**config.mk**
```make
export PLATFORM = sky130hd
export DESIGN_NAME = multiword_add_seq
export DESIGN_NICKNAME = d
export VERILOG_FILES = /design/src/rtl/multiword_add_seq.sv
export SDC_FILE = /design/constraint.sdc
export NUM_CORES = 1
export LEC_CHECK = 0
export CORE_MARGIN = 1.5
export CORE_UTILIZATION = 50
export CTS_CLUSTER_SIZE = 28
export DETAILED_ROUTE_END_ITERATION = 8
export DONT_BUFFER_PORTS = 1
export HOLD_SLACK_MARGIN = 0.06
export PLACE_DENSITY = 0.68
export SYNTH_ARGS = -nofsm -noshare
export SYNTH_HDL_FRONTEND = slang
export SYNTH_SLANG_ARGS = --single-unit
```
**constraint.sdc**
```tcl
create_clock -name clk -period 2.3 [get_ports clk]
set_input_delay 0.115 -clock clk [delete_from_list [all_inputs] [get_ports clk]]
set_output_delay 0.115 -clock clk [all_outputs]
set_load 0.05 [all_outputs]
```
**src/rtl/multiword_add_seq.sv**
```systemverilog
// Multi-word sequential adder: one WORD_W slice per beat, LS word first, carry chained across beats.
// Optional subtract mode is enabled by defining ADD_SUB_EN (adds the in_sub port).
module multiword_add_seq #(
  parameter int WORD_W = 16
) (
  input  logic              clk,
  input  logic              rst_n,
  input  logic              in_valid,
  output logic              in_ready,
  input  logic [WORD_W-1:0] in_a,
  input  logic [WORD_W-1:0] in_b,
  input  logic              in_first,
  input  logic              in_last,
  input  logic              in_cin,
`ifdef ADD_SUB_EN
  input  logic              in_sub,
`endif
  output logic              out_valid,
  input  logic              out_ready,
  output logic [WORD_W-1:0] out_sum,
  output logic              out_last,
  output logic              out_cout,
  output logic              proto_err
);

  // state   | meaning
  // S_IDLE  | between packets, next beat starts a new operand
  // S_IN_PKT| mid-packet, carry_q chains into the next beat
  typedef enum logic {S_IDLE, S_IN_PKT} state_t;

  state_t            r_state;
  logic              r_carry;
  logic              r_out_valid;
  logic [WORD_W-1:0] r_out_sum;
  logic              r_out_last;
  logic              r_out_cout;
  logic              r_proto_err;
`ifdef ADD_SUB_EN
  logic              r_sub;
`endif

  logic              w_accept;
  logic              w_restart;
  logic              w_err;
  logic              w_sub;
  logic [WORD_W-1:0] w_b;
  logic              w_cy;
  logic [WORD_W:0]   w_full;

  assign in_ready  = ~r_out_valid | out_ready;
  assign w_accept  = in_valid & in_ready;

  // A beat in IDLE always starts a packet; in_first mid-packet restarts one.
  assign w_restart = (r_state == S_IDLE) | in_first;
  assign w_err     = (r_state == S_IDLE) ? ~in_first : in_first;

`ifdef ADD_SUB_EN
  assign w_sub = w_restart ? in_sub : r_sub;
`else
  assign w_sub = 1'b0;
`endif

  // Subtraction is a + ~b + 1; the forced first-beat carry supplies the +1.
  assign w_b    = w_sub ? ~in_b : in_b;
  assign w_cy   = w_restart ? (w_sub | in_cin) : r_carry;
  assign w_full = {1'b0, in_a} + {1'b0, w_b} + {{WORD_W{1'b0}}, w_cy};

  always_ff @(posedge clk or negedge rst_n) begin
    if (!rst_n) begin
      r_state     <= S_IDLE;
      r_carry     <= 1'b0;
      r_out_valid <= 1'b0;
      r_out_sum   <= '0;
      r_out_last  <= 1'b0;
      r_out_cout  <= 1'b0;
      r_proto_err <= 1'b0;
`ifdef ADD_SUB_EN
      r_sub       <= 1'b0;
`endif
    end else begin
      r_proto_err <= w_accept & w_err;
      if (w_accept) begin
        r_carry     <= w_full[WORD_W];
        r_out_valid <= 1'b1;
        r_out_sum   <= w_full[WORD_W-1:0];
        r_out_last  <= in_last;
        r_out_cout  <= in_last & w_full[WORD_W];
        r_state     <= in_last ? S_IDLE : S_IN_PKT;
`ifdef ADD_SUB_EN
        r_sub       <= w_sub;
`endif
      end else if (out_ready) begin
        r_out_valid <= 1'b0;
      end
    end
  end

  assign out_valid = r_out_valid;
  assign out_sum   = r_out_sum;
  assign out_last  = r_out_last;
  assign out_cout  = r_out_cout;
  assign proto_err = r_proto_err;

endmodule

```
==> results.py <==
metrics = {
    "placement": {
        "dp_cells": 238,
        "place_ws_ns": -0.188,
        "place_hpwl_um": 3230,
        "portBuffers": 0,
        "post_dp_cell_area_mm2": 0.00176,
        "routabilityCongestion": 0.858,
    },
    "detailed_routing": {
        "vias": 1524,
        "via_per_inst": 6.12,
        "firstDrtPassIters": 4,
        "drc": 0,
        "postRouteWirelength_um": 4310,
        "postRouteAntennaNets": 0,
        "wl_per_cell_um": 17.3,
        "first_iter_violations": 71,
    },
    "power_and_ir_drop": {
        "p_leak_nw": 0.868,
        "vdd_drop_max_mv": 0.279,
        "p_total_mw": 1.39,
        "p_per_area_mw_per_mm2": 716,
    },
    "status": {
        "violations": "setup timing",
        "outcome": "finished, violations left",
    },
    "timing": {
        "finalCritPeriodShare_pct": 108,
        "fmax_mhz": 403,
        "fin_hold_ws_ns": 0.140,
        "rsz0062_at_grt": "yes",
        "setup_ws_ns": -0.184,
        "slew_headroom_pct": 29.6,
        "hold_viol": 0,
        "fin_tns_setup_ns": -0.915,
        "worstMarginPinSlew_ns": 1.05,
        "slew_viol_final": 0,
        "finalSetupViolCount": 11,
        "post-route-min-period_ns": 2.48,
        "finClkSkew_ns": 0.00270,
    },
    "setup_path": {
        "arrival_ns": 2.69,
        "crit_path_end_kind": "register",
        "cp-start-kind": "register",
        "reg2reg_setup_slack_ns": -0.18,
        "worstPathMaxFanout": 5,
        "crit_required_ns": 2.51,
        "path_class": "reg -> reg",
    },
    "synthesis": {
        "ys_warn_count": 0,
        "synth_edf_count": 0,
        "syn_area_per_cell_um2": 8.68,
        "syn_area_mm2": 0.00171,
        "yosysUniqueCellTypes": 48,
        "synth_area_leaders": "dfrtp_1, ha_1, nand2_1, a21oi_1, o21ai_0",
        "yosysMostFrequentCell": "nand2_1",
        "seq_area_frac_synth_pct": 32.2,
        "async_reset_ff_share_pct": 100,
        "synth_nets": 254,
        "synth.top_cell.area_share_pct": 32.2,
        "ys_ff_latch": 22,
        "synth.largest_area_cell": "dfrtp_1",
        "synthTopCellsByCount": "nand2_1, dfrtp_1, a21oi_1, ha_1, o21ai_0",
        "ys.flop_type": "dfrtp_1",
        "synthCells": 197,
    },
    "global_routing": {
        "antenna_found_initial": 0,
        "track_usage_pct": 23.4,
        "grt-ovfl-total": 0,
        "grt_pass1_wl_um": 6560,
        "grt_max_degree": 32,
        "grt_pass1_vias": 1456,
    },
    "finish": {
        "insertedDiodeCount": 0,
        "final_cells": 249,
        "drive_gt1_share_pct": 17.7,
        "area.growth.synth_to_final_pct": 13.5,
        "utilization_pct": 58.7,
        "fin_area_mm2": 0.00194,
        "nNetsFinal": 261,
    },
    "cts": {
        "clk_pin_slew_ns": 0.13,
        "htree_num_levels": 1,
        "clock_latency_ns": 0.30,
        "cts.sinks": 22,
        "clock-root-buffer": "clkbuf_4",
        "numCtsBuffers": 3,
        "cts_tree": "done",
        "clockBufferDepth": 2,
    },
    "die": {
        "die_h_um": 61.5,
        "initial_core_util_pct": 51.7,
        "core_region_area_mm2": 0.00331,
        "ios": 60,
        "dieArea_mm2": 0.00378,
        "fp-row-count": 21,
        "die_width_um": 61.5,
    },
    "min_path": {
        "hold_path.class": "in -> reg",
    },
    "run": {
        "drv.max_cap_violation_count": 0,
    },
}
## final timing paths
check | startpoint | end | cells after the start
hold / removal | in_b[15] | out_sum[15] | 2
setup reg to reg | r_state | out_sum[6] | 10
hold reg to reg | r_state | r_state | 2
max in group asynchronous | rst_n | out_sum[6] | 1
min in group asynchronous | rst_n | out_sum[0] | 1
setup / recovery | r_state | out_sum[6] | 10
## logic make-up after synthesis
| group | share of synthesized area (%) |
|---|---|
| flops | 32.2 |
| buf+inv | 5.12 |
| fa+ha+maj | 14.0 |
| simple gates | 18.9 |
| mux | 2.34 |
| compound gates | 24.3 |
| xor+xnor | 3.07 |
## report_power, final
group          switching (mW)  internal [mW]
combinational           0.239          0.174
sequential              0.305          0.457
clock                   0.119         0.0965
## placed cells by master (no fill, tap or decap), drive strengths merged, types with 2 or more instances in the layout
cell type,instances
nor2b,3
a31oi,2
o21a,2
dlygate4sd3,3
o311ai,5
nor2,9
and3,3
nand3,3
a21o,8
nor3b,3
a211oi,2
nand2b,4
o21ai,16
dfrtp,22
inv,9
nand2,26
o31ai,3
mux2i,4
ha,16
buf,9
xnor2,3
or4,2
nand4,3
nor3,5
a21oi,17
xor2,3
clkbuf,4
o211ai,2
fa,2
## registers in the layout, indices dropped and copies added, names as in the netlist
| signal | count |
|---|---|
| r_state | 1 |
| out_last | 1 |
| r_carry | 1 |
| out_cout | 1 |
| out_sum | 16 |
| out_valid | 1 |
| proto_err | 1 |
## worst max-delay path, cell delays in order (launching register included)
cell and delay, ns:
dfrtp_1 0.40, ha_2 0.18, mux2i_2 0.15, fa_2 0.35, fa_2 0.35, nor2b_2 0.13
o31a_1 0.21, o21a_1 0.16, o21ai_2 0.10, nor3b_1 0.17, a21o_1 0.17
## metal layers
layer	track usage, %	vias to the layer above	wire length [um]
met3	5.04	6	301
met1	28.7	733	1800
met4	6.69	0	59
li1	-	729	-
met5	0	-	0
met2	41.2	56	2150
## layout make-up
type | count | area (um2)
fill | 312 | 1370
multi-input combinational | 156 | 1170
sequential | 22 | 551
timing repair buffer | 12 | 97.6
tap | 46 | 57.6
clock buffer | 4 | 36.3
inverter | 9 | 33.8
## what timing repair did
item | 4_1_cts | 5_1_grt
setup endpoints to repair | 10 | 12
pin swaps | 13 | 14
endpoints found under the hold margin | 27 | 0
gates resized for setup | 8 | 9
cloned | 0 | 0
setup buffers | 1 | 3
hold buffers | 3 | 0
No activity file was read; power rests on OpenSTA's default activity.
